===== src/rtl/wb_regfile_if.sv =====
// wb_regfile_if: write-back / register-file bus of the MIPS pipeline.
// The master drives the MEM/WB write-back fields, the operand read addresses
// and the debug address; the slave (wb_regfile) returns read data and the
// selected write-back value.
interface wb_regfile_if #(
  parameter int DW = 32,
  parameter int AW = 5
);
  logic [DW-1:0] WB_DataMem;
  logic [DW-1:0] WB_Alu_C;
  logic          WB_Reg_Src;
  logic          WB_RegW;
  logic [AW-1:0] WB_WBdst;
  logic [AW-1:0] ID_Rs_addr;
  logic [AW-1:0] ID_Rt_addr;
  logic [DW-1:0] ID_Rs_data;
  logic [DW-1:0] ID_Rt_data;
  logic [DW-1:0] WB_WrData;
  logic [AW-1:0] dbg_addr;
  logic [DW-1:0] dbg_data;

  modport master (
    output WB_DataMem, WB_Alu_C, WB_Reg_Src, WB_RegW, WB_WBdst,
    output ID_Rs_addr, ID_Rt_addr, dbg_addr,
    input  ID_Rs_data, ID_Rt_data, WB_WrData, dbg_data
  );

  modport slave (
    input  WB_DataMem, WB_Alu_C, WB_Reg_Src, WB_RegW, WB_WBdst,
    input  ID_Rs_addr, ID_Rt_addr, dbg_addr,
    output ID_Rs_data, ID_Rt_data, WB_WrData, dbg_data
  );
endinterface


===== src/rtl/wb_regfile.sv =====
// wb_regfile: write-back select and 2**AW-entry register file, $0 hardwired
// to zero, two combinational operand read ports plus a debug read port.
// Optional macro WB_RF_BYPASS_EN: when defined, operand ports A/B forward the
// value being committed this cycle (write-before-read); the debug port never
// forwards. When undefined, a colliding read returns the old array contents.
module wb_regfile #(
  parameter int DW = 32,
  parameter int AW = 5
) (
  input  logic         clk,
  input  logic         rst,
  wb_regfile_if.slave  bus
);

  localparam int DEPTH = 2 ** AW;

  logic [DW-1:0] regs [DEPTH];
  logic [DW-1:0] wr_data;
  logic          commit;

  // Write-back source select and commit qualification; nothing commits
  // (or forwards) while reset is held.
  always_comb begin
    wr_data = bus.WB_Reg_Src ? bus.WB_DataMem : bus.WB_Alu_C;
    commit  = bus.WB_RegW && (bus.WB_WBdst != '0) && !rst;
  end

  assign bus.WB_WrData = wr_data;

  // Register array: async clear, one write per rising edge.
  always_ff @(posedge clk or posedge rst) begin
    if (rst) begin
      for (int unsigned i = 0; i < DEPTH; i++) begin
        regs[i] <= '0;
      end
    end else if (commit) begin
      regs[bus.WB_WBdst] <= wr_data;
    end
  end

  // Operand port A: $0 forced to zero, optional same-cycle forward.
  always_comb begin
    bus.ID_Rs_data = regs[bus.ID_Rs_addr];
`ifdef WB_RF_BYPASS_EN
    if (commit && (bus.ID_Rs_addr == bus.WB_WBdst)) begin
      bus.ID_Rs_data = wr_data;
    end
`endif
    if (bus.ID_Rs_addr == '0) begin
      bus.ID_Rs_data = '0;
    end
  end

  // Operand port B: same rules as port A.
  always_comb begin
    bus.ID_Rt_data = regs[bus.ID_Rt_addr];
`ifdef WB_RF_BYPASS_EN
    if (commit && (bus.ID_Rt_addr == bus.WB_WBdst)) begin
      bus.ID_Rt_data = wr_data;
    end
`endif
    if (bus.ID_Rt_addr == '0) begin
      bus.ID_Rt_data = '0;
    end
  end

  // Debug port: array contents only, $0 forced to zero.
  always_comb begin
    bus.dbg_data = regs[bus.dbg_addr];
    if (bus.dbg_addr == '0) begin
      bus.dbg_data = '0;
    end
  end

endmodule


===== src/flat_wrapper.sv =====
// flat-port wrapper written by rule: the top's interface ports become plain ports
module wb_regfile_flat 
#(
  parameter int DW = 32,
  parameter int AW = 5
)
  (clk, rst, bus_WB_DataMem, bus_WB_Alu_C, bus_WB_Reg_Src, bus_WB_RegW, bus_WB_WBdst, bus_ID_Rs_addr, bus_ID_Rt_addr, bus_dbg_addr, bus_ID_Rs_data, bus_ID_Rt_data, bus_WB_WrData, bus_dbg_data);
  wb_regfile_if #(.DW(DW), .AW(AW)) bus_i ();
  input  logic clk;
  input  logic rst;
  input wire logic [$bits(bus_i.WB_DataMem)-1:0] bus_WB_DataMem;
  input wire logic [$bits(bus_i.WB_Alu_C)-1:0] bus_WB_Alu_C;
  input wire logic [$bits(bus_i.WB_Reg_Src)-1:0] bus_WB_Reg_Src;
  input wire logic [$bits(bus_i.WB_RegW)-1:0] bus_WB_RegW;
  input wire logic [$bits(bus_i.WB_WBdst)-1:0] bus_WB_WBdst;
  input wire logic [$bits(bus_i.ID_Rs_addr)-1:0] bus_ID_Rs_addr;
  input wire logic [$bits(bus_i.ID_Rt_addr)-1:0] bus_ID_Rt_addr;
  input wire logic [$bits(bus_i.dbg_addr)-1:0] bus_dbg_addr;
  output wire logic [$bits(bus_i.ID_Rs_data)-1:0] bus_ID_Rs_data;
  output wire logic [$bits(bus_i.ID_Rt_data)-1:0] bus_ID_Rt_data;
  output wire logic [$bits(bus_i.WB_WrData)-1:0] bus_WB_WrData;
  output wire logic [$bits(bus_i.dbg_data)-1:0] bus_dbg_data;
  assign bus_i.WB_DataMem = bus_WB_DataMem;
  assign bus_i.WB_Alu_C = bus_WB_Alu_C;
  assign bus_i.WB_Reg_Src = bus_WB_Reg_Src;
  assign bus_i.WB_RegW = bus_WB_RegW;
  assign bus_i.WB_WBdst = bus_WB_WBdst;
  assign bus_i.ID_Rs_addr = bus_ID_Rs_addr;
  assign bus_i.ID_Rt_addr = bus_ID_Rt_addr;
  assign bus_i.dbg_addr = bus_dbg_addr;
  assign bus_ID_Rs_data = bus_i.ID_Rs_data;
  assign bus_ID_Rt_data = bus_i.ID_Rt_data;
  assign bus_WB_WrData = bus_i.WB_WrData;
  assign bus_dbg_data = bus_i.dbg_data;
  wb_regfile #(.DW(DW), .AW(AW)) u_core (.clk(clk), .rst(rst), .bus(bus_i));
endmodule

===== config.mk =====
export PLATFORM = sky130hd
export DESIGN_NAME = wb_regfile_flat
export DESIGN_NICKNAME = d
export VERILOG_FILES = /design/src/rtl/wb_regfile_if.sv /design/src/rtl/wb_regfile.sv /design/src/flat_wrapper.sv
export SDC_FILE = /design/constraint.sdc
export NUM_CORES = 2
export LEC_CHECK = 0
export ABC_AREA = 0
export CAP_MARGIN = 20
export CORE_ASPECT_RATIO = 0.7
export CORE_MARGIN = 2
export CORE_UTILIZATION = 65
export CTS_CLUSTER_DIAMETER = 30
export DETAILED_ROUTE_END_ITERATION = 16
export DONT_BUFFER_PORTS = 1
export GPL_TIMING_DRIVEN = 1
export MAX_ROUTING_LAYER = met4
export PLACE_DENSITY_LB_ADDON = 0.15
export SYNTH_ARGS = -nofsm -noshare
export SYNTH_HDL_FRONTEND = slang
export SYNTH_SLANG_ARGS = --single-unit
export TNS_END_PERCENT = 5

===== constraint.sdc =====
create_clock -name clk -period 47.1 [get_ports clk]
set_clock_uncertainty 0.15 [all_clocks]
set_input_delay 14.13 -clock clk [delete_from_list [all_inputs] [get_ports clk]]
set_output_delay 14.13 -clock clk [all_outputs]
set_load 0.05 [all_outputs]

# Word level (Yosys, flattened, before mapping)
# Index checks and enable logic that the tools add are counted.
[classes]
order_cmp = 5
muxes = 16
n_bitwise = 4
n_reduce_logical = 8
[ops]
columns = ["op", "count"]
rows = [
  ["bitwise mux 1024 bit", 1],
  ["binary-select mux 32 bit (select 5 bit)", 3],
  ["two-way mux 32 bit", 11],
  ["demux 32 bit (select 5 bit)", 1],
  [">= comparator 6 bit (second input constant)", 4],
  ["inverter 5 -> 6 bit", 4],
  ["zero test 5 bit", 3],
  ["< comparator 6 x 1 -> 1 bit (second input constant)", 1],
  ["nonzero test 5 bit", 1],
  ["logical AND 1 bit", 3],
  ["zero test 1 bit", 1],
]
[word_totals]
reg_bits = 1024
inputBits = 88
output_inout_bits = 128
word_cells = 65

# Longest topological paths before layout
[logic_depth]
ltp_word = 6
ltp_mapped = 8
depth_no_buf = 4

# Worst setup path before layout
# No wires, ideal clock.
[synth_path]
path_type = "input port to output port"
from = "in bus_ID_Rt_addr[0]"
to = "out bus_ID_Rt_data[14]"
arrival_ns = 16.438
t_required_ns = 32.820
path_slack_ns = 16.382
path_stages = 7
path_buffers = 4
cell_sequence = "buf_4 -> inv_1 -> buf_4 -> buf_2 -> clkbuf_1 -> o2111ai_1 -> a311oi_1"
[synth_between]
elab_chain_len = 5
elab_cells_between_ends = 6
cone_classes = "mux (4); bitwise (1); reduce/logical (1)"
[synth_rtl]
columns = ["element", "line", "text"]
rows = [
  ["from (decl)", "flat_wrapper.sv:17", "input wire logic [$bits(bus_i.ID_Rt_addr)-1:0] bus_ID_Rt_addr;"],
  ["inverter 5 -> 6 bit (not written as such)", "wb_regfile.sv:56", "bus.ID_Rt_data = regs[bus.ID_Rt_addr];"],
  ["binary-select mux 32 bit (select 5 bit)", "wb_regfile.sv:56", ""],
  ["two-way mux 32 bit (not written as such) (2 in a row)", "wb_regfile.sv:56", ""],
  ["two-way mux 32 bit *", "wb_regfile.sv:62", "if (bus.ID_Rt_addr == '0) begin"],
  ["to (decl)", "flat_wrapper.sv:20", "output wire logic [$bits(bus_i.ID_Rt_data)-1:0] bus_ID_Rt_data;"],
]
# Mark *: on every way between the ends. The rest lies on a longest branch, timed or not. The select of a mux whose other input is x is not followed.

# Worst setup path in the final report
[layout_path]
from = "in bus_dbg_addr[0]"
to = "out bus_dbg_data[14]"
[layout_between]
elab_chain_len = 5
elab_cells_between_ends = 6
cone_classes = "mux (4); bitwise (1); reduce/logical (1)"
[layout_rtl]
columns = ["element", "line", "text"]
rows = [
  ["from (decl)", "flat_wrapper.sv:18", "input wire logic [$bits(bus_i.dbg_addr)-1:0] bus_dbg_addr;"],
  ["inverter 5 -> 6 bit (not written as such)", "wb_regfile.sv:69", "bus.dbg_data = regs[bus.dbg_addr];"],
  ["binary-select mux 32 bit (select 5 bit)", "wb_regfile.sv:69", ""],
  ["two-way mux 32 bit (not written as such) (2 in a row)", "wb_regfile.sv:69", ""],
  ["two-way mux 32 bit *", "wb_regfile.sv:70", "if (bus.dbg_addr == '0) begin"],
  ["to (decl)", "flat_wrapper.sv:22", "output wire logic [$bits(bus_i.dbg_data)-1:0] bus_dbg_data;"],
]
# Marked as above.

==> summary.md <==
| Metric | Value |
|---|---|
| DRC Markers | `0` |
| Routability congestion estimate | `0.9688` |
| WHS | `0.2643 ns` |
| Total Routing Usage GR | `49.06%` |
| Syn Inst Count | `5441` |
| Layout cells sized above 1 | `28.41%` |
| Largest net degree at the start of global routing | `290` |
| CP max stage cell | `a311oi_4` |
| Antenna-violating nets left | `0` |
| Fill cells | `6274` |
| Post-synth EDFFs | `0` |
| # setup viols final | `0` |
| GRT overflow | `0` |
| #FFs+latches synth | `1024` |
| Via count | `50.68k` |
| CTS tree | `yes` |
| Die Area | `97470 um2` |
| Biggest register | `u_core.regs` |
| CP Capture Type | `output pin` |
| Nets | `5220` |
| Crit path kind | `input pin to output pin` |
| Clock Root Buffer | `clkbuf_16` |
| Yosys top cell area share | `41.52%` |
| Dpl hpwl | `121700 um` |
| Min-delay src | `u_core.regs[996]` |
| Power per cell area | `45.71 nW/um2` |
| CTS Hold Bufs | `0` |
| Fin crit period | `31.34 ns` |
| Relative max-transition margin | `7.072%` |
| Final Max Tran Viols | `0` |
| Outcome | `completed` |
| DR pass1 iterations | `9` |
| Setup Total Neg Slack | `0 ns` |
| Synth Flop Type | `dfrtp_1` |
| Top area cells in the synthesized netlist | `dfrtp_1 42%, mux4_2 25%, o21ai_0 4.8%` |
| First-pass GRT wire length | `332800 um` |
| Setup Fix Bufs, Post-CTS | `0` |
| # port buffers | `0` |
| Actual slew at the worst max-slew pin | `1.394 ns` |
| Antenna violations before repair | `5` |
| Netlist Area Pre-Place | `61720 um2` |
| Wire length on met2 | `92420 um` |
| Post-Syn Nets | `5529` |
| Post-synth top area cell | `dfrtp_1` |
| Crit-path max FO | `71` |
| WP data arrival | `17.06 ns` |
| Initial core utilization | `65.68%` |
| Clk buf depth | `3` |
| Io pins | `216` |
| Largest registers | `u_core.regs (1024)` |
| Worst Hold Class | `flop to flop` |
| Routed len/inst | `34.83 um` |
| Worst R2R Setup Slack | `46.09 ns` |
| Final Power | `3.141 mW` |
| Core area | `93970 um2` |
| Worst path cell trace | `inv_4 > buf_4 > nor2_2 > a22oi_1 > a311oi_4` |
| Max reg flops | `1024` |
| Crit path launch | `bus_dbg_addr[0]` |
| Starting DRT DRC Count | `8430` |
| CTS H-tree lvls | `4` |
| Die extent in x | `372.3 um` |
| Asr flop ratio synth | `100.0%` |
| PostCTS Resize Cnt | `0` |
| Area grow syn2layout | `11.33%` |
| Placement Rows | `94` |
| Worst vdd ir | `0.04378 mV` |
| Ys Warns | `0` |
| CTS sink cnt | `1024` |
| Syn Area/Cell | `11.34 um2` |
| Max Cap Viol | `0` |
| Reg clk slew, reported paths | `0.06 ns` |
| Seq/Total Area, Yosys | `41.52%` |
| CP max stage delay | `1.05 ns` |
| Worst skew pair latency | `0.80 ns` |
| Req. time, crit path | `32.82 ns` |
| Cell leakage power | `28.32 nW` |
| Met3 WL | `42590 um` |
| Vias in the first global route | `48.53k` |
| Critical Path Start Type | `input pin` |
| Vias/cell | `7.756` |
| Synth cell types | `46` |
| Top sig layer | `met4` |
| Final Hold Fails | `0` |
| Core Util, Final | `73.12%` |
| Number of buffers created by CTS | `172` |
| Setup repair after global routing missed its margin | `no` |
| Final WL | `227600 um` |
| Tcrit/Tclk final | `66.54%` |
| Wl on met1 | `80160 um` |
| R2r startpoint | `u_core.regs[218]` |
| Overall die height | `261.8 um` |
| FMAX | `31.91 MHz` |
## path summary, 6_finish.rpt
check,end,cells after the start
min reg2reg,u_core.regs[996],0
min,u_core.regs[996],0
max in group asynchronous,u_core.regs[906],5
max reg2reg,u_core.regs[218],2
max,bus_dbg_data[14],5
min in group asynchronous,u_core.regs[183],1
## per-stage QoR
step	setup WS, ns	cell area, um2	cells
6_report	15.76	68710	6535
5_1_grt	15.93	68700	6531
4_1_cts	15.73	68460	6511
2_1_floorplan	4.004	61720	5441
3_5_place_dp	15.78	62410	6192
3_3_place_gp	15.90	62290	6182
## cell usage in the layout (no fill, tap or decap), types with 4 or more instances in the layout
cell / count
dfrtp_1: 1024
mux4_2: 672
o21ai_0: 591
nand2_1: 536
nor2_1: 517
a21oi_1: 428
mux2i_1: 192
clkbuf_16: 175
buf_4: 126
a22oi_1: 96
nor2b_1: 96
a211oi_1: 96
mux2_2: 96
a311oi_2: 92
a21oi_2: 84
a221oi_1: 68
o21ai_1: 53
inv_1: 32
mux2i_4: 30
o2111ai_1: 28
inv_6: 27
clkinv_2: 24
clkbuf_8: 23
bufinv_16: 18
clkinv_4: 18
clkinvlp_4: 16
buf_6: 13
nand2_4: 12
diode_2: 10
clkbuf_1: 10
nor2_4: 7
nor2b_4: 6
buf_12: 5
nor2_8: 4
nor3_4: 4
a311oi_4: 4
clkinv_8: 4
## synth_stat cells (2+ instances only)
library cell,instances
a211oi_1,96
a21oi_1,428
a21oi_2,84
a221oi_1,68
a22oi_1,96
a311oi_1,96
and2_1,2
and4b_1,4
buf_2,169
buf_4,74
buf_6,34
clkbuf_1,344
clkbuf_4,2
clkbuf_8,8
dfrtp_1,1024
inv_1,36
mux2_2,96
mux2i_1,224
mux4_2,672
nand2_1,551
nand2b_1,3
nand3b_1,3
nor2_1,521
nor2_2,4
nor2_8,4
nor2b_1,102
nor3_2,2
nor3_4,2
nor3b_1,3
nor4bb_1,2
o2111ai_1,28
o21ai_0,591
o21ai_1,53
or2_1,2
or4_1,2
## per-layer routing
| metal | global-route usage [%] | up-vias |
|---|---|---|
| li1 | - | 19900 |
| met1 | 62.73 | 25270 |
| met2 | 62.04 | 4509 |
| met3 | 28.04 | 1004 |
| met4 | 24.01 | 0 |
| met5 | - | - |
## cell families after synthesis
kind of cell           count (synthesis)  share of synthesized area [%]
AO/OA/AOI/OAI                       1540                          14.95
multiplexers                         992                          29.91
flip-flops                          1024                          41.52
AND/OR/NAND/NOR                     1217                          8.217
buffers and inverters                668                          5.411
## report_power, final
part | switching [mW] | internal [mW]
logic | 0.332 | 0.315
registers | 0.151 | 1.03
clock network | 0.493 | 0.824
## worst max-delay path, delay by kind of cell
kind / cells / cell delay (ns)
buf+inv: 2 / 0.72
compound gates: 2 / 1.29
simple gates: 1 / 0.84
## layout make-up
class | count | area (um2) | area share (%)
diodes | 10 | 25.02 | 0.03642
clock buffers | 208 | 4733 | 6.889
clock inverters | 111 | 1311 | 1.908
inverters | 36 | 150.1 | 0.2185
multi-input cells | 3749 | 34020 | 49.51
flip-flops and latches | 1024 | 25620 | 37.29
well taps | 1248 | 1562 | 2.273
repair buffers | 149 | 1285 | 1.870
Power figures use the tool's default switching activity.
